===== src/rtl/thiele_fetch_queue_if.sv =====
// Signal bundle between the fetch queue, instruction memory and the decode/execute core.
// The fetch queue takes the master side; memory and core sit on the slave side.
interface thiele_fetch_queue_if;
    logic        mem_en;
    logic [31:0] mem_addr;
    logic [31:0] mem_rdata;
    logic        redirect_valid;
    logic [31:0] redirect_pc;
    logic        out_valid;
    logic        out_ready;
    logic [31:0] out_instr;
    logic [31:0] out_pc;
    logic [7:0]  out_opcode;
    logic [7:0]  out_a;
    logic [7:0]  out_b;
    logic [7:0]  out_cost;
    logic        halted;
    logic        fetch_fault;
    logic        align_err;
    logic [31:0] deliver_count;

    modport master (
        output mem_en, mem_addr,
        input  mem_rdata,
        input  redirect_valid, redirect_pc,
        output out_valid,
        input  out_ready,
        output out_instr, out_pc, out_opcode, out_a, out_b, out_cost,
        output halted, fetch_fault, align_err, deliver_count
    );

    modport slave (
        input  mem_en, mem_addr,
        output mem_rdata,
        output redirect_valid, redirect_pc,
        input  out_valid,
        output out_ready,
        input  out_instr, out_pc, out_opcode, out_a, out_b, out_cost,
        input  halted, fetch_fault, align_err, deliver_count
    );
endinterface


===== src/rtl/thiele_fetch_queue.sv =====
// Instruction prefetch queue: issues 1-cycle-latency memory reads under a credit limit,
// buffers returned words in a FIFO and hands them to the core with pre-split fields.
module thiele_fetch_queue #(
    parameter int unsigned DEPTH      = 4,
    parameter int unsigned IMEM_WORDS = 256
) (
    input  logic                 clk,
    input  logic                 rst,
    thiele_fetch_queue_if.master bus
);
    localparam int unsigned AW = $clog2(DEPTH);
    localparam int unsigned CW = AW + 1;
    localparam logic [32:0] PC_LIMIT = 33'(IMEM_WORDS) * 33'd4;

    localparam logic [1:0] ST_FETCH = 2'd0;
    localparam logic [1:0] ST_HALT  = 2'd1;
    localparam logic [1:0] ST_FAULT = 2'd2;

    logic [1:0]    r_state;
    logic [31:0]   r_fetch_pc;
    logic          r_inflight;
    logic [31:0]   r_inflight_pc;
    logic [31:0]   r_fifo_instr [DEPTH];
    logic [31:0]   r_fifo_pc    [DEPTH];
    logic [AW-1:0] r_wr_ptr;
    logic [AW-1:0] r_rd_ptr;
    logic [CW-1:0] r_count;
    logic [31:0]   r_last_instr;
    logic [31:0]   r_last_pc;
    logic          r_halted;
    logic          r_fault;
    logic          r_align_err;
    logic [31:0]   r_deliver_count;

    logic          w_out_valid;
    logic          w_pop;
    logic          w_push;
    logic          w_push_halt;
    logic          w_out_of_range;
    logic [CW-1:0] w_occ;
    logic          w_credit;
    logic          w_issue;
    logic [31:0]   w_head_instr;
    logic [31:0]   w_head_pc;
    logic [31:0]   w_instr;

    assign w_out_valid    = (r_count != '0);
    assign w_pop          = w_out_valid && bus.out_ready;
    assign w_out_of_range = ({1'b0, r_fetch_pc} >= PC_LIMIT);

    // A pop this cycle frees its slot immediately, so issue can resume on the first pop.
    assign w_occ    = r_count - CW'(w_pop) + CW'(r_inflight);
    assign w_credit = (w_occ < CW'(DEPTH));
    assign w_issue  = !rst && !bus.redirect_valid && (r_state == ST_FETCH) &&
                      !w_out_of_range && w_credit;

    // Responses die on redirect; once halted, the request issued beside the HALT is dropped.
    assign w_push      = r_inflight && !bus.redirect_valid && (r_state != ST_HALT);
    assign w_push_halt = w_push && (bus.mem_rdata[31:24] == 8'hFF);

    assign w_head_instr = r_fifo_instr[r_rd_ptr];
    assign w_head_pc    = r_fifo_pc[r_rd_ptr];
    assign w_instr      = w_out_valid ? w_head_instr : r_last_instr;

    assign bus.mem_en        = w_issue;
    assign bus.mem_addr      = r_fetch_pc;
    assign bus.out_valid     = w_out_valid;
    assign bus.out_instr     = w_instr;
    assign bus.out_pc        = w_out_valid ? w_head_pc : r_last_pc;
    assign bus.out_opcode    = w_instr[31:24];
    assign bus.out_a         = w_instr[23:16];
    assign bus.out_b         = w_instr[15:8];
    assign bus.out_cost      = w_instr[7:0];
    assign bus.halted        = r_halted;
    assign bus.fetch_fault   = r_fault;
    assign bus.align_err     = r_align_err;
    assign bus.deliver_count = r_deliver_count;

    always_ff @(posedge clk) begin
        if (w_push) begin
            r_fifo_instr[r_wr_ptr] <= bus.mem_rdata;
            r_fifo_pc[r_wr_ptr]    <= r_inflight_pc;
        end
    end

    always_ff @(posedge clk) begin
        if (rst) begin
            r_state         <= ST_FETCH;
            r_fetch_pc      <= '0;
            r_inflight      <= 1'b0;
            r_inflight_pc   <= '0;
            r_wr_ptr        <= '0;
            r_rd_ptr        <= '0;
            r_count         <= '0;
            r_last_instr    <= '0;
            r_last_pc       <= '0;
            r_halted        <= 1'b0;
            r_fault         <= 1'b0;
            r_align_err     <= 1'b0;
            r_deliver_count <= '0;
        end else begin
            if (w_pop) begin
                r_deliver_count <= r_deliver_count + 32'd1;
            end
            if (w_out_valid) begin
                r_last_instr <= w_head_instr;
                r_last_pc    <= w_head_pc;
            end
            r_align_err <= bus.redirect_valid && (bus.redirect_pc[1:0] != 2'b00);
            r_inflight  <= w_issue;
            if (w_issue) begin
                r_inflight_pc <= r_fetch_pc;
                r_fetch_pc    <= r_fetch_pc + 32'd4;
            end

            if (bus.redirect_valid) begin
                r_fetch_pc <= {bus.redirect_pc[31:2], 2'b00};
                r_wr_ptr   <= '0;
                r_rd_ptr   <= '0;
                r_count    <= '0;
                r_state    <= ST_FETCH;
                r_halted   <= 1'b0;
                r_fault    <= 1'b0;
            end else begin
                if (w_push) begin
                    r_wr_ptr <= r_wr_ptr + AW'(1);
                end
                if (w_pop) begin
                    r_rd_ptr <= r_rd_ptr + AW'(1);
                end
                r_count <= r_count + CW'(w_push) - CW'(w_pop);
                if (w_push_halt) begin
                    r_state  <= ST_HALT;
                    r_halted <= 1'b1;
                end else if ((r_state == ST_FETCH) && w_out_of_range) begin
                    r_state <= ST_FAULT;
                    r_fault <= 1'b1;
                end
            end
        end
    end
endmodule

===== src/flat_wrapper.sv =====
// flat-port wrapper written by rule: the top's interface ports become plain ports
module thiele_fetch_queue_flat 
#(
    parameter int unsigned DEPTH      = 4,
    parameter int unsigned IMEM_WORDS = 256
)
  (clk, rst, bus_mem_en, bus_mem_addr, bus_mem_rdata, bus_redirect_valid, bus_redirect_pc, bus_out_valid, bus_out_ready, bus_out_instr, bus_out_pc, bus_out_opcode, bus_out_a, bus_out_b, bus_out_cost, bus_halted, bus_fetch_fault, bus_align_err, bus_deliver_count);
  thiele_fetch_queue_if bus_i ();
  input  logic clk;
  input  logic rst;
  output wire logic [$bits(bus_i.mem_en)-1:0] bus_mem_en;
  output wire logic [$bits(bus_i.mem_addr)-1:0] bus_mem_addr;
  input wire logic [$bits(bus_i.mem_rdata)-1:0] bus_mem_rdata;
  input wire logic [$bits(bus_i.redirect_valid)-1:0] bus_redirect_valid;
  input wire logic [$bits(bus_i.redirect_pc)-1:0] bus_redirect_pc;
  output wire logic [$bits(bus_i.out_valid)-1:0] bus_out_valid;
  input wire logic [$bits(bus_i.out_ready)-1:0] bus_out_ready;
  output wire logic [$bits(bus_i.out_instr)-1:0] bus_out_instr;
  output wire logic [$bits(bus_i.out_pc)-1:0] bus_out_pc;
  output wire logic [$bits(bus_i.out_opcode)-1:0] bus_out_opcode;
  output wire logic [$bits(bus_i.out_a)-1:0] bus_out_a;
  output wire logic [$bits(bus_i.out_b)-1:0] bus_out_b;
  output wire logic [$bits(bus_i.out_cost)-1:0] bus_out_cost;
  output wire logic [$bits(bus_i.halted)-1:0] bus_halted;
  output wire logic [$bits(bus_i.fetch_fault)-1:0] bus_fetch_fault;
  output wire logic [$bits(bus_i.align_err)-1:0] bus_align_err;
  output wire logic [$bits(bus_i.deliver_count)-1:0] bus_deliver_count;
  assign bus_mem_en = bus_i.mem_en;
  assign bus_mem_addr = bus_i.mem_addr;
  assign bus_i.mem_rdata = bus_mem_rdata;
  assign bus_i.redirect_valid = bus_redirect_valid;
  assign bus_i.redirect_pc = bus_redirect_pc;
  assign bus_out_valid = bus_i.out_valid;
  assign bus_i.out_ready = bus_out_ready;
  assign bus_out_instr = bus_i.out_instr;
  assign bus_out_pc = bus_i.out_pc;
  assign bus_out_opcode = bus_i.out_opcode;
  assign bus_out_a = bus_i.out_a;
  assign bus_out_b = bus_i.out_b;
  assign bus_out_cost = bus_i.out_cost;
  assign bus_halted = bus_i.halted;
  assign bus_fetch_fault = bus_i.fetch_fault;
  assign bus_align_err = bus_i.align_err;
  assign bus_deliver_count = bus_i.deliver_count;
  thiele_fetch_queue #(.DEPTH(DEPTH), .IMEM_WORDS(IMEM_WORDS)) u_core (.clk(clk), .rst(rst), .bus(bus_i));
endmodule

===== config.mk =====
export PLATFORM = sky130hd
export DESIGN_NAME = thiele_fetch_queue_flat
export DESIGN_NICKNAME = d
export VERILOG_FILES = /design/src/rtl/thiele_fetch_queue_if.sv /design/src/rtl/thiele_fetch_queue.sv /design/src/flat_wrapper.sv
export SDC_FILE = /design/constraint.sdc
export NUM_CORES = 1
export LEC_CHECK = 0
export CAP_MARGIN = 30
export CORE_ASPECT_RATIO = 2
export CORE_MARGIN = 10
export CORE_UTILIZATION = 54
export CTS_CLUSTER_SIZE = 24
export DETAILED_ROUTE_END_ITERATION = 16
export GPL_TIMING_DRIVEN = 0
export PLACE_DENSITY = 0.91
export SLEW_MARGIN = 20
export SYNTH_ARGS = -nofsm -noshare
export SYNTH_HDL_FRONTEND = slang
export SYNTH_SLANG_ARGS = --single-unit

===== constraint.sdc =====
create_clock -name clk -period 3.7 [get_ports clk]
set_input_delay 0.37 -clock clk [delete_from_list [all_inputs] [get_ports clk]]
set_output_delay 0.37 -clock clk [all_outputs]
set_load 0.05 [all_outputs]

== Yosys cells after proc, flatten, opt, wreduce, memory -nomap -nowiden ==
Memories as Yosys holds them, arrays and structs flattened. A register that Yosys moved wholly into a read port is not among the register bits.
Cells that the tools add are included.

* Register bits: 173
* RAM bits: 256
* Input port bits: 68
* Memories kept: 2

{| class="wikitable"
|+ Memory list
! name !! words !! width !! read ports !! clocked after Yosys merged registers in !! wr ports !! line !! text
|-
| u_core.r_fifo_instr || 4 || 32 || 1 || 1 || 1 || thiele_fetch_queue.sv:23 || <nowiki>logic [31:0] r_fifo_instr [DEPTH];</nowiki>
|-
| u_core.r_fifo_pc || 4 || 32 || 1 || 1 || 1 || thiele_fetch_queue.sv:24 || <nowiki>logic [31:0] r_fifo_pc [DEPTH];</nowiki>
|}

* $add $sub $neg: 8
* Order comparisons: 2
* Equal/unequal tests: 2
* Muxes and demuxes: 12
* Bitwise logic cells: 1
* Reduce and logical (&&, ||, !) cells: 21

{| class="wikitable"
|+ Operator list
! kind !! number
|-
| 32-bit 2-to-1 mux || 4
|-
| 32-bit by 1-bit adder with 32-bit output, second input constant || 1
|-
| 32-bit by 3-bit adder with 32-bit output, second input constant || 1
|-
| 32-bit by 11-bit >= comparator with 1-bit output, second input constant || 1
|-
| 1-bit logical AND || 10
|-
| 8-bit equality test, second input constant || 1
|-
| 2-bit 2-to-1 mux || 4
|-
| 3-bit by 1-bit adder with 3-bit output || 2
|-
| 2-bit nonzero test || 3
|-
| 3-bit by 1-bit subtractor with 3-bit output || 2
|-
| 2-bit by 1-bit adder with 2-bit output, second input constant || 2
|-
| 1-bit 2-to-1 mux || 4
|-
| 1-bit logical NOT || 3
|-
| 3-bit < comparator, second input constant || 1
|-
| 3-bit nonzero test || 1
|-
| 3-bit OR reduction || 1
|-
| 2-bit logical NOT || 1
|-
| 2-bit by 1-bit inequality test with 1-bit output, second input constant || 1
|-
| 2-bit AND reduction || 1
|-
| 2-bit OR reduction || 1
|-
| 1-bit inverter || 1
|}

== Logic depth before layout (Yosys ltp) ==
Gate-level depths: netlist of run 1.

* Depth after elaboration: 8
* Mapped depth: 11

== Worst setup path before layout of run 1 ==
No wires, ideal clock.

* Path kind: flip-flop to flip-flop
* From: reg u_core.r_count[2]
* To: reg u_core.r_inflight_pc[8]
* Data arrival time: 2.873 ns
* Data required time: 3.572 ns
* Slack: 0.700 ns
* Cell stages (with the launch flop): 12
* Path buffers: 2
* Period minus slack after synthesis: 3.000 ns
* Cells stage by stage: dfxtp_1 -> o31a_1 -> buf_2 -> ha_1 -> inv_1 -> ha_1 -> and3b_1 -> or3_1 -> a2111oi_4 -> buf_4 -> mux2i_1 -> nor2_1

* Word-level cells in the longest chain between the ends: 6

{| class="wikitable"
|+ Ends and longest elaborated chain
! what !! line !! text
|-
| start, declared || thiele_fetch_queue.sv:27 || <nowiki>logic [CW-1:0] r_count;</nowiki>
|-
| start signal, assigned || thiele_fetch_queue.sv:131 || <nowiki>r_count <= r_count + CW'(w_push) - CW'(w_pop);</nowiki>
|-
| 3-bit nonzero test || thiele_fetch_queue.sv:47 || <nowiki>assign w_out_valid = (r_count != '0);</nowiki>
|-
| 1-bit logical AND || thiele_fetch_queue.sv:48 || <nowiki>assign w_pop = w_out_valid && bus.out_ready;</nowiki>
|-
| named net u_core.w_pop || thiele_fetch_queue.sv:36 || <nowiki>logic w_pop;</nowiki>
|-
| 3-bit by 1-bit subtractor with 3-bit output || thiele_fetch_queue.sv:52 || <nowiki>assign w_occ = r_count - CW'(w_pop) + CW'(r_inflight);</nowiki>
|-
| 3-bit by 1-bit adder with 3-bit output || thiele_fetch_queue.sv:52 ||
|-
| 3-bit < comparator || thiele_fetch_queue.sv:53 || <nowiki>assign w_credit = (w_occ < CW'(DEPTH));</nowiki>
|-
| 1-bit logical AND || thiele_fetch_queue.sv:55 || <nowiki>!w_out_of_range && w_credit;</nowiki>
|-
| named net bus_mem_en || flat_wrapper.sv:11 || <nowiki>output wire logic [$bits(bus_i.mem_en)-1:0] bus_mem_en;</nowiki>
|-
| end signal, assigned || thiele_fetch_queue.sv:112 || <nowiki>r_inflight_pc <= r_fetch_pc;</nowiki>
|-
| end, declared || thiele_fetch_queue.sv:22 || <nowiki>logic [31:0] r_inflight_pc;</nowiki>
|}

The timed path passes the listed nets, and every way through them passes these cells.
A chain may end at the register's enable or synchronous reset.

== Worst setup path in the final report of run 1 ==
* From: reg u_core.r_count[2]
* To: out bus_mem_en

* Word-level cells in the longest chain between the ends: 6

{| class="wikitable"
|+ Ends and longest elaborated chain
! what !! line
|-
| 3-bit nonzero test || thiele_fetch_queue.sv:47
|-
| 1-bit logical AND || thiele_fetch_queue.sv:48
|-
| named net u_core.w_pop || thiele_fetch_queue.sv:36
|-
| 3-bit by 1-bit subtractor with 3-bit output || thiele_fetch_queue.sv:52
|-
| 3-bit by 1-bit adder with 3-bit output || thiele_fetch_queue.sv:52
|-
| 3-bit < comparator || thiele_fetch_queue.sv:53
|-
| 1-bit logical AND || thiele_fetch_queue.sv:55
|-
| end, declared || flat_wrapper.sv:11
|}

The timed path passes the listed nets, and every way through them passes these cells.

==> summary.md, run 1 <==
| Metric | Value |
|---|---|
| Status | finished, final reports clean |
| Min-Delay Path Depth | 3 |
| Flops & latches, synth | 419 |
| Hold Crit Class | in -> reg |
| Slew Limit Fails | 0 |
| Total wire length | 37.9 mm |
| Type of origin of the critical path | register |
| CP Capture Type | primary output |
| Part of the cycle the worst path needs | 97.0% |
| Peak supply drop | 433 uV |
| Tightest Pin Transition | 0.900 ns |
| TritonCTS Buffers | 36 |
| Most common library cells after synthesis | edfxtp_1 (248), nand2_1 (207), dfxtp_1 (171), nor2_1 (80), nor2b_1 (66) |
| Setup slack at placement | -0.775 ns |
| Area Growth Syn to Fin | 25.2% |
| Clock latency on the worst-skew pair | 0.54 ns |
| Global-route wire length before repair | 59.4 mm |
| Nets@finish | 1520 |
| Maximum clock rate | 279 MHz |
| Post-synthesis sequential area ratio | 67.9% |
| Die height | 263 um |
| Asr flop ratio synth | 0% |
| Die area | 0.0373 mm2 |
| Final setup violation count | 0 |
| Vias per cell | 5.47 |
| Top-count cell post-synth | edfxtp_1 |
| Max Cap Viol | 0 |
| Clock Skew | 0.0190 ns |
| Synth unique cells | 48 |
| Initial antenna violation count | 5 |
| Drt drc | 0 |
| GP Congestion | 0.813 |
| Max-slew headroom | 40.0% |
| Max Fanout on Critical Path | 10 |
| Worst Path Arrival | 3.22 ns |
| Largest net degree at the start of global routing | 38 |
| Share of cells above drive strength 1 | 12.7% |
| Synth area leaders | edfxtp_1 (47%), dfxtp_1 (21%), mux4_2 (8.7%) |
| Required @ worst endpoint | 3.33 ns |
| Synth Area per Inst | 13.8 um2 |
| Die Wd | 142 um |
| CTS tree | yes |
| RR Startpoint | u_core.r_count[2]$_SDFF_PN0_ |
| Overall Global Routing Usage | 20.1% |
| Top_reg_cell synth | edfxtp_1 |
| Max Root-Sink Buffers | 3 |
| Post-DP HPWL | 25.8 mm |
| Initial Util | 54.4% |
| Post-Syn Area | 0.0160 mm2 |
| Top-area cell type share of the netlist area | 46.5% |
| Worst Setup SP | u_core.r_count[2]$_SDFF_PN0_ |
| Hold path start | bus_redirect_pc[2] |
| Pwr dens | 446 mW/mm2 |
| Overall power | 8.93 mW |
| GR Overflow Total | 0 |
| R2R cell count | 13 |
| Setup WS post-layout | 0.111 ns |
| H-tree depth | 2 |
| Core area | 0.0294 mm2 |
| Cell count after synthesis | 1163 |
| Via count | 10100 |
| Yosys top cell by area | edfxtp_1 |
| WL/cell | 20.7 um |
| Final min period | 3.59 ns |
| Final hold violations | 0 |
| CTS sink count | 419 |
| CTS clk-pin slew, worst paths | 0.07 ns |
| I/O pins | 233 |
| Vias in the first global route | 10900 |
| Pleak | 7.28 nW |
| PortBufs | 230 |
| Root Buffer | clkbuf_16 |
| ANT nets after route | 0 |
| Post-synth EDFFs | 248 |
| Path type of the worst setup path | reg -> out |
| DR iter-0 viols | 575 |
| Ys Warns | 0 |
| Row cnt | 89 |
| R2R Setup Slk | 0.30 ns |
| 1st-pass router iterations | 4 |
## placed cells by master, fill, tap and decap left out, types with 36 or more instances in the layout
cell type | netlist | layout
dfxtp_1 | 171 | 170
buf_4 | 36 | 42
clkbuf_16 | 0 | 37
edfxtp_1 | 248 | 248
nor2b_1 | 66 | 66
clkdlybuf4s50_1 | 0 | 229
mux4_2 | 62 | 62
nand2_1 | 207 | 207
clkbuf_1 | 35 | 36
nor2_1 | 80 | 80
## per-layer routing
layer / global-route usage, % / share of wire (%)
met3: 5.35 / 6.5
met1: 20.6 / 36
met2: 35.7 / 54
met4: 10.9 / 4.0
met5: 0 / 0
## metrics by stage
step	instance area, um2	setup TNS, ns	hold slack (ns)	utilization [%]	cells
final	20000	0	0.423	68.2	1836
after floorplan	16000	0	0.452	-	1164
after detailed placement	18900	-3.20	0.463	64.1	1762
after CTS	20000	0	0.404	68.0	1827
after global placement	18800	-184.65	0.450	63.8	1758
after global routing	20000	-0.00973	0.451	68.2	1836
## state kept, by name, indices dropped and copies added, names as in the netlist, named ones only
| name | count |
|---|---|
| u_core.bus.align_err | 1 |
| u_core.bus.deliver_count | 32 |
| u_core.bus.fetch_fault | 1 |
| u_core.bus.halted | 1 |
| u_core.bus.mem_addr | 30 |
| u_core.r_count | 3 |
| u_core.r_fifo_instr | 128 |
| u_core.r_fifo_pc | 120 |
| u_core.r_inflight | 1 |
| u_core.r_inflight_pc | 30 |
| u_core.r_last_instr | 32 |
| u_core.r_last_pc | 32 |
| u_core.r_rd_ptr | 2 |
| u_core.r_state | 2 |
| u_core.r_wr_ptr | 2 |
## area by class of cell
type                            count  area [um2]
Sequential cell                   419       10900
Fill cell                        1880        9360
Multi-Input combinational cell    637        4600
Timing Repair Buffer              240        2430
Clock buffer                       53        1020
Buffer                             88         495
Tap cell                          364         455
Clock inverter                     12        98.8
Inverter                           18        67.6
Antenna cell                        5        12.5
## worst paths after layout
kind                                           endpoint
hold / removal      u_core.bus.mem_addr[2]$_SDFFE_PP0P_
hold reg to reg     u_core.bus.fetch_fault$_SDFFE_PN0P_
setup reg to reg  u_core.r_inflight_pc[30]$_SDFFE_PP0P_
setup / recovery                             bus_mem_en
## power by group
group | internal, mW | switching [mW] | total, mW
Sequential | 4.93 | 0.0223 | 4.95
Clock | 1.99 | 1.63 | 3.63
Combinational | 0.142 | 0.211 | 0.353
## worst max-delay path: stages, from the launching register on
cell and delay, ns:
dfxtp_1 0.34, o31a_1 0.29, buf_2 0.20, ha_1 0.21, inv_1 0.05, ha_1 0.21
and3b_1 0.17, or3_1 0.42, a2111oi_4 0.46, buf_6 0.19, buf_6 0.16
## logic make-up (layout without fill, tap and decap cells)
kind of cell | Yosys count | after routing | share of synthesized area [%]
AND/OR/NAND/NOR | 464 | 464 | 13.7
flip-flops | 419 | 419 | 67.9
buffers and inverters | 108 | 411 | 3.43
multiplexers | 94 | 94 | 10.7
AO/OA/AOI/OAI | 36 | 36 | 1.63
XOR/XNOR | 29 | 29 | 1.59
adder cells (fa/ha/maj) | 12 | 12 | 0.985
other | 1 | 7 | 0.0234
## repair_timing
item / in CTS / in global routing
endpoints found under the hold margin: 0 / 0
hold buffers: 0 / 0
endpoints found under the setup margin: 74 / 46
setup buffers: 1 / 5
pin swaps: 1 / 1
resized for setup: 12 / 14
No activity file was read; power rests on OpenSTA's default activity.
==> inputs of run 2 (changes only) <==
Settings changed: CORE_UTILIZATION 54 to 63, DONT_BUFFER_PORTS set to 1, GPL_ROUTABILITY_DRIVEN set to 0.
==> run 2 against run 1 <==
Net effect: count of clock-buffer cells in the layout fell by 3; global-route usage is 1.6 points higher; critical path type unchanged; largest cell class unchanged; power shrank 1.7%.
==> summary.md, run 2 (same netlist as run 1, synthesis figures left out) <==
| Metric | Value |
|---|---|
| Pleak | 6.61 nW (was 7.28 nW) |
| Slew Limit Fails | 0 (unchanged) |
| Cell mode on critical path | nand2_1 |
| Final core occ | 72.2% (was 68.2%) |
| Nets@finish | 1331 (was 1520) |
| Tightest Pin Transition | 0.741 ns (was 0.900 ns) |
| Setup WS post-layout | 0.107 ns (was 0.111 ns) |
| I/O pins | 233 (unchanged) |
| Maximum clock rate | 278 MHz (was 279 MHz) |
| Worst Path Buf+Inv | 3 (was 4) |
| GR Overflow Total | 0 (unchanged) |
| Largest register FFs | 128 (unchanged) |
| Final setup violation count | 0 (unchanged) |
| H-tree depth | 2 (unchanged) |
| Clock latency on the worst-skew pair | 0.52 ns (was 0.54 ns) |
| Most frequent cells in the layout | edfxtp_1 (248), nand2_1 (207), dfxtp_1 (171), nor2_1 (80), nor2b_1 (66) (was edfxtp_1 (248), clkdlybuf4s50_1 (229), nand2_1 (207), dfxtp_1 (170), nor2_1 (80)) |
| Path type of the worst setup path | reg -> out (unchanged) |
| Root Buffer | clkbuf_16 (unchanged) |
| PortBufs | 0 (was 230) |
| Overall Global Routing Usage | 21.6% (was 20.1%) |
| Drt drc | 0 (unchanged) |
| Overall power | 8.78 mW (was 8.93 mW) |
| Critical-path cell list | clkbuf_1, buf_2, mux4_2, nand2_1, nand2_1, buf_4 (was o31a_1, buf_2, ha_1, inv_1, ha_1, and3b_1, or3_1, a2111oi_4, buf_6, buf_6) |
| Vias per cell | 5.84 (was 5.47) |
| Max Root-Sink Buffers | 3 (unchanged) |
| Vias in the first global route | 10100 (was 10900) |
| Largest net degree at the start of global routing | 40 (was 38) |
| Final min period | 3.59 ns (about the same) |
| Core area | 0.0250 mm2 (was 0.0294 mm2) |
| Die height | 245 um (was 263 um) |
| 1st-pass router iterations | 5 (was 4) |
| Row cnt | 82 (was 89) |
| Max Fanout on Critical Path | 10 (unchanged) |
| Initial Util | 63.9% (was 54.4%) |
| Share of cells above drive strength 1 | 13.4% (was 12.7%) |
| CTS sink count | 419 (unchanged) |
| Peak supply drop | 423 uV (was 433 uV) |
| Worst Path Arrival | 3.22 ns (about the same) |
| Setup slack at placement | 0.267 ns (was -0.775 ns) |
| TritonCTS Buffers | 35 (was 36) |
| Final hold violations | 0 (unchanged) |
| Required @ worst endpoint | 3.33 ns (about the same) |
| Hold Crit Class | in -> reg (unchanged) |
| Via count | 9422 (was 10100) |
| Slowest cell on crit path | mux4_2 (was a2111oi_4) |
| Area Growth Syn to Fin | 13.0% (was 25.2%) |
| DR iter-0 viols | 674 (was 575) |
| ANT nets after route | 0 (unchanged) |
| Initial antenna violation count | 0 (was 5) |
| Clock Skew | 0.0278 ns (was 0.0190 ns) |
| Global-route wire length before repair | 55.8 mm (was 59.4 mm) |
| Max incr delay on CP | 0.56 ns (was 0.46 ns) |
| Register with the most flip-flops | u_core.r_fifo_instr (unchanged) |
| CP Capture Type | primary output (unchanged) |
| RSZ-0062 raised after global routing | no |
| Crit path max-delay family | buffers and inverters (was compound AO/OA/AOI/OAI gates) |
| Part of the cycle the worst path needs | 97.1% (was 97.0%) |
| WL/cell | 22.4 um (was 20.7 um) |
| Pwr dens | 485 mW/mm2 (was 446 mW/mm2) |
| Post-DP HPWL | 23.5 mm (was 25.8 mm) |
| CTS clk-pin slew, worst paths | 0.07 ns (about the same) |
| Type of origin of the critical path | register (unchanged) |
| Die Wd | 133 um (was 142 um) |
| Max-slew headroom | 50.6% (was 40.0%) |
| Top Registers | u_core.r_fifo_instr x128, u_core.r_fifo_pc x120 (unchanged) |
| N_diodes | 0 (was 5) |
| Status | finished, final reports clean (unchanged) |
| Total wire length | 36.2 mm (was 37.9 mm) |
| CTS tree | yes (unchanged) |
| Most common cell after layout, fill and taps aside | edfxtp_1 (unchanged) |
| Die area | 0.0326 mm2 (was 0.0373 mm2) |
| Max Cap Viol | 0 (unchanged) |
==> run 2: cell count changes in the layout (fill, tap and decap cells not counted), moves of 4 or more <==
cell / delta
clkinv_2: +4
buf_12: -4
buf_4: -5
dlygate4sd3_1: +44
clkbuf_2: -8
clkbuf_1: +9
clkdlybuf4s50_1: -229
diode_2: -5
buf_16: +4
==> run 2: what timing repair did <==
action | 4_1_cts | 5_1_grt
hold endpoints to repair | 140 | 0
buffers inserted | 1 | 0
endpoints found under the setup margin | 3 | 0
hold buffers | 44 | 0
gates resized for setup | 1 | 0
==> run 2: cell type report <==
class / instances / area [um2]
fill: 1536 / 6950
multi-input combinational: 637 / 4600
clock buffer: 50 / 986
buffer: 90 / 483
timing repair buffer: 50 / 569
inverter: 18 / 67.6
clock inverter: 13 / 90.1
sequential: 419 / 10900
tap: 336 / 420
==> run 2: path summary, 6_finish.rpt <==
check | from | slack [ns] | cells after the start | to
hold / removal | bus_redirect_pc[29] | 0.02 | 2 | u_core.bus.mem_addr[29]$_SDFFE_PP0P_
setup reg to reg | u_core.r_count[2]$_SDFF_PN0_ | 0.40 | 12 | u_core.r_inflight_pc[21]$_SDFFE_PP0P_
setup / recovery | register | 0.11 | 6 | bus_out_opcode[5]
hold reg to reg | u_core.r_inflight_pc[18]$_SDFFE_PP0P_ | 0.50 | 0 | u_core.r_fifo_pc[1][18]$_DFFE_PP_
==> run 2: worst register-to-register path, cell delays in order, from the launching register on <==
cell       delay [ns]
dfxtp_1          0.34
o31a_1           0.30
buf_2            0.20
ha_1             0.22
inv_1            0.05
ha_1             0.21
and3b_1          0.17
or3_1            0.41
a2111oi_4        0.40
buf_4            0.24
nor2_1           0.14
clkbuf_1         0.26
and2_1           0.23
==> run 2: per-layer routing <==
metal | GRT usage, % | vias to the layer above | routed length (um)
met3 | 6.18 | 93 | 2900
met5 | 0 | - | 0
met1 | 22.6 | 4669 | 12600
met4 | 10.1 | 0 | 1430
met2 | 39.2 | 401 | 19200
li1 | - | 4259 | -
==> run 2: stage by stage <==
stage / cells / hold slack (ns) / setup TNS [ns] / area [um2]
floorplan: 1164 / 0.452 / 0 / 16000
global placement: 1500 / 0.461 / -43.61 / 16400
detailed placement: 1504 / 0.469 / 0 / 16500
CTS: 1612 / 0.000952 / 0 / 18100
global route: 1613 / 0.0202 / 0 / 18100
finish: 1613 / 0.0163 / 0 / 18100
==> run 2: power breakdown <==
part           switching (mW)  leakage (nW)  total (mW)  internal, mW
clock network            1.61         0.535        3.55          1.94
logic                   0.128          2.27       0.202        0.0742
registers              0.0996          3.80        5.03          4.93
total                    1.84          6.61        8.78          6.94
==> patch 1, RTL diff (flow settings as in run 1) <==
`DEPTH` is set to 4 in 2 places; all go to 2.
--- a/src/rtl/thiele_fetch_queue.sv
+++ b/src/rtl/thiele_fetch_queue.sv
@@ -1,7 +1,7 @@
 // Instruction prefetch queue: issues 1-cycle-latency memory reads under a credit limit,
 // buffers returned words in a FIFO and hands them to the core with pre-split fields.
 module thiele_fetch_queue #(
-    parameter int unsigned DEPTH      = 4,
+    parameter int unsigned DEPTH      = 2,
     parameter int unsigned IMEM_WORDS = 256
 ) (
     input  logic                 clk,
--- a/src/flat_wrapper.sv
+++ b/src/flat_wrapper.sv
@@ -1,7 +1,7 @@
 // flat-port wrapper written by rule: the top's interface ports become plain ports
 module thiele_fetch_queue_flat 
 #(
-    parameter int unsigned DEPTH      = 4,
+    parameter int unsigned DEPTH      = 2,
     parameter int unsigned IMEM_WORDS = 256
 )
   (clk, rst, bus_mem_en, bus_mem_addr, bus_mem_rdata, bus_redirect_valid, bus_redirect_pc, bus_out_valid, bus_out_ready, bus_out_instr, bus_out_pc, bus_out_opcode, bus_out_a, bus_out_b, bus_out_cost, bus_halted, bus_fetch_fault, bus_align_err, bus_deliver_count);
Behaviour: not the same (a bounded check fails within 4 cycles, from zero or initial values and one cycle with rst high).
==> patch 1 against run 1 <==
Sequential cell count down 128. Clock power down 18%. Design area down 26%. Global-route usage down 0.25 points. Setup slack better by 0.12 ns. Total power down 25%. Critical path depth down 3. Wire length down 27%. Synthesized area down 30%. Largest cell class unchanged.
==> patch 1: results (changes against run 1) <==
stage;metric;value;unit;change
pwr;switch share;20.61;%;was 20.90%
placed_design;Post-DP HPWL;20530;um;was 25800 um
layout;# clk buffers;30;;was 53
logic_synthesis;largest cells by area after synthesis;edfxtp_1, dfxtp_1, mux2i_1;;was edfxtp_1, dfxtp_1, mux4_2
status;status;completed;;unchanged
pwr;Logic pwr share;4.9;%;was 4.0%
timing;fmax;0.2879;GHz;was 0.2786 GHz
layout;register area;7067;um^2;was 10870 um^2
layout;Antenna Cells;2;;was 5
critical_path;setup slack, reg-to-reg;0.47;ns;was 0.30 ns
clock_tree;CTS Buf Count;25;;was 36
pwr;P_leak;5.567;nW;was 7.284 nW
detailed_routing;starting DRC count in detailed routing;405;;was 575
logic_synthesis;number of synthesized flops with an enable pin;124;;was 248
logic_synthesis;Post-synth top cells;dfxtp_1, edfxtp_1, mux2i_1;;was edfxtp_1, nand2_1, dfxtp_1
critical_path;R2R depth;11;;was 13
placed_design;Placer Congestion;0.8231;;was 0.8126
pwr;Comb. pwr;0.326;mW;was 0.353 mW
layout;Non-Clock Buffer Area Fraction;19.10;%;was 14.59%
logic_synthesis;post-synthesis compound-gate area fraction;4.990;%;was 1.634%
critical_path;slowest stage delay, CP;0.88;ns;was 0.46 ns
placed_design;I/O Buffers;228;;was 230
critical_path;critical path's slowest cell;clkdlybuf4s50_1;;was a2111oi_4
detailed_routing;vias after detailed routing;7790;;was 10051
logic_synthesis;Yosys reg bits;291;;was 419
layout;Clock-cell share;6.390;%;was 5.562%
layout;multi-input gate count;551;;was 637
logic_synthesis;Main synth FF type;dfxtp_1;;was edfxtp_1
pwr;VDD IR max;489.6;uV;was 432.7 uV
global_routing;GR Util met1;19.06;%;was 20.64%
placed_design;Setup WS pre-CTS;-0.6929;ns;was -0.7753 ns
global_routing;vias in the first global route;8267;;was 10940
critical_path;reg-to-reg endpoint;u_core.r_inflight_pc[29]$_SDFFE_PP0P_;;was u_core.r_inflight_pc[30]$_SDFFE_PP0P_
logic_synthesis;synth unique cells;50;;was 48
critical_path;Crit path max-delay family;buffers and inverters;;was compound AO/OA/AOI/OAI gates
clock_tree;H-tree levels;1;;was 2
global_routing;met2 Use GR;39.15;%;was 35.72%
timing;clk_skew;0.02194;ns;was 0.01904 ns
detailed_routing;met3 wire length;1402;um;was 2457 um
global_routing;GRT Util Overall;19.81;%;was 20.07%
layout;FILL cells;1360;;was 1880
detailed_routing;met2 wire len;15860;um;was 20400 um
logic_synthesis;Seq/Total Area, Yosys;63.47;%;was 67.93%
-- patch 1: cell count changes after synthesis, moves of 57 or more --
| cell | delta |
|---|---|
| edfxtp_1 | -124 |
| and2_1 | +61 |
| nand2_1 | -128 |
| mux2i_1 | +63 |
| nor2b_1 | -65 |
| mux4_2 | -62 |
| o21ai_0 | +57 |
-- patch 1: metrics by stage --
step	TNS, ns	cells	cell area [um^2]	hold slack, ns	util [%]
3_5_place_dp	-2.919	1436	13840	0.4293	67.93
5_1_grt	0	1483	14840	0.3605	72.87
3_3_place_gp	-31.33	1433	13750	0.4254	67.52
6_report	0	1483	14840	0.3360	72.87
4_1_cts	0	1483	14800	0.2978	72.67
2_1_floorplan	0	939	11140	0.4173	-
-- patch 1: what timing repair did --
| action | 4_1_cts | 5_1_grt |
|---|---|---|
| endpoints found under the hold margin | 0 | 0 |
| pin swaps | 1 | 0 |
| resized for setup | 22 | 23 |
| gates cloned | 0 | 0 |
| endpoints found under the setup margin | 90 | 27 |
| buffers inserted | 1 | 0 |
==> patch 2, RTL diff (settings of run 1) <==
Made on the original files. Reset style: asynchronous (`rst`), changed in one clocked block.
--- a/src/rtl/thiele_fetch_queue.sv
+++ b/src/rtl/thiele_fetch_queue.sv
@@ -83,7 +83,7 @@
         end
     end
 
-    always_ff @(posedge clk) begin
+    always_ff @(posedge clk or posedge rst) begin
         if (rst) begin
             r_state         <= ST_FETCH;
             r_fetch_pc      <= '0;
Function: differs if rst is asserted again (counterexample within 4 cycles, from zero or initial values and one cycle with rst high); with rst held inactive, the same outputs for 4 cycles.
==> patch 2 against run 1 <==
The flow now finishes with violations (negative setup slack). Register-to-register slack got worse by 0.15 ns. Via count decreased by 8.0%. Sequential share of layout area increased by 3.3 points. Die area increased by 0.12%. Clock skew decreased by 0.0025 ns. Design area increased by 1.3%. Wire length decreased by 2.7%. Synthesized area increased by 0.13%. Sequential cell count decreased by 2. Setup slack got worse by 0.17 ns.
Power is not compared: it rests on default switching activity, and its combinational part moved more than twofold at a synthesized area within 25%.
==> patch 2: results (changes against run 1) <==
stage;metric;value;unit;change
global_routing;largest net degree at the start of global routing;34;;was 38
status;status;finished, violations left;;was completed
global_routing;vias in the first global route;10306;;was 10940
global_routing;first-pass GRT wire length;57870;um;was 59400 um
timing;Finish-stage setup viols;1;;was 0
global_routing;antenna violations before repair;4;;was 5
placed_design;Placed Area;18970;um^2;was 18850 um^2
layout;# nets final;1363;;was 1520
timing;clk_skew;0.01653;ns;was 0.01904 ns
clock_tree;CTS Buf Count;37;;was 36
layout;FILL cells;1892;;was 1880
logic_synthesis;ys async rst share;40.53;%;was 0%
timing;final setup margin;-0.05905;ns;was 0.1106 ns
placed_design;I/O Buffers;229;;was 230
placed_design;Post-DP HPWL;25110;um;was 25800 um
logic_synthesis;Mapped Avg Cell Area;16.10;um^2;was 13.76 um^2
critical_path;Worst EP arrival;3.39;ns;was 3.22 ns
detailed_routing;overall routed net length;36900;um;was 37930 um
detailed_routing;Via density;5.504;;was 5.474
logic_synthesis;Seq/Total Area, Yosys;72.87;%;was 67.93%
layout;Non-Filler Instances;1680;;was 1836
critical_path;critical path peak fanout;3;;was 10
critical_path;critical path's slowest cell;dfrtp_1;;was a2111oi_4
logic_synthesis;Post-synth top cells;edfxtp_1, nand2_1, dfrtp_1;;was edfxtp_1, nand2_1, dfxtp_1
status;violated checks;negative setup slack;;
layout;share of cells above drive strength 1;18.22;%;was 12.75%
## patch 2: cell types whose count changed after synthesis, sizes merged, moves of 8 or more
cell	change
mux2	+31
mux2i	-29
xnor2	+10
dfrtp	+169
dfxtp	-171
and2	-24
nor2b	-41
a21oi	-8
clkbuf	-14
nor2	-67
## patch 2: what timing repair did
action | 4_1_cts | 5_1_grt
buffers inserted | 10 | 4
endpoints found under the setup margin | 139 | 18
endpoints found under the hold margin | 0 | 0
pin swaps | 4 | 3
gates resized for setup | 26 | 14
## patch 2: power breakdown
group / switching [mW] / leakage, nW / total, mW / internal, mW
clock: 1.66 / 0.573 / 3.68 / 2.03
sequential: 0.229 / 4.56 / 5.58 / 5.35
combinational: 5.63 / 2.90 / 8.46 / 2.82
total: 7.52 / 8.04 / 17.7 / 10.2
## patch 2: layer usage
| layer | up-vias | share of wire (%) | GRT usage [%] |
|---|---|---|---|
| met1 | 4718 | 35 | 21.09 |
| li1 | 4147 | - | - |
| met2 | 302 | 56 | 35.95 |
| met4 | 0 | 3.6 | 8.377 |
| met5 | - | 0 | 0 |
| met3 | 80 | 6.0 | 4.525 |
## patch 2: worst max-delay path, delay by kind of cell (launching register included)
kind            cells  cell delay (ns)
simple gates        5             1.30
fa+ha+maj           2             0.34
flops               1             0.40
compound gates      1             0.34
buf+inv             4             0.45
## patch 2: final cells by class
cell class,instances,area [um^2],area share [%]
Sequential cell,417,11680,57.50
Timing Repair Buffer,253,2600,12.80
Clock inverter,20,112.6,0.5545
Inverter,20,82.58,0.4066
Tap cell,364,455.4,2.242
Multi-Input combinational cell,487,3913,19.26
Antenna cell,4,10.01,0.04929
Clock buffer,48,1051,5.175
Buffer,67,407.9,2.008
## patch 2: cells by family after synthesis
family | Yosys count | share of synthesized area [%]
other | 1 | 0.02340
and+or+nand+nor | 314 | 8.753
xor gates and xnor gates | 41 | 2.241
buffers and inverters | 92 | 3.061
adders and majority gates | 12 | 0.9838
muxes | 96 | 11.09
DFF | 417 | 72.87
AOI/OAI and AO/OA | 22 | 0.9838
## patch 2: worst paths after layout
check                      cells after the start                      startpoint                                   to  slack, ns
hold reg to reg                                2  u_core.r_last_pc[22]$_DFF_PP0_       u_core.r_last_pc[22]$_DFF_PP0_       0.47
setup / recovery                              12     u_core.r_count[0]$_DFF_PP0_                           bus_mem_en      -0.06
max in group asynchronous                      5                             rst       u_core.r_last_pc[22]$_DFF_PP0_       2.41
hold / removal                                 2                             rst  u_core.bus.mem_addr[24]$_DFFE_PP0P_       0.25
min in group clk                               3             bus_redirect_pc[10]  u_core.bus.mem_addr[10]$_DFFE_PP0P_       0.40
setup reg to reg                              15     u_core.r_count[0]$_DFF_PP0_   u_core.bus.mem_addr[3]$_DFFE_PP0P_       0.15
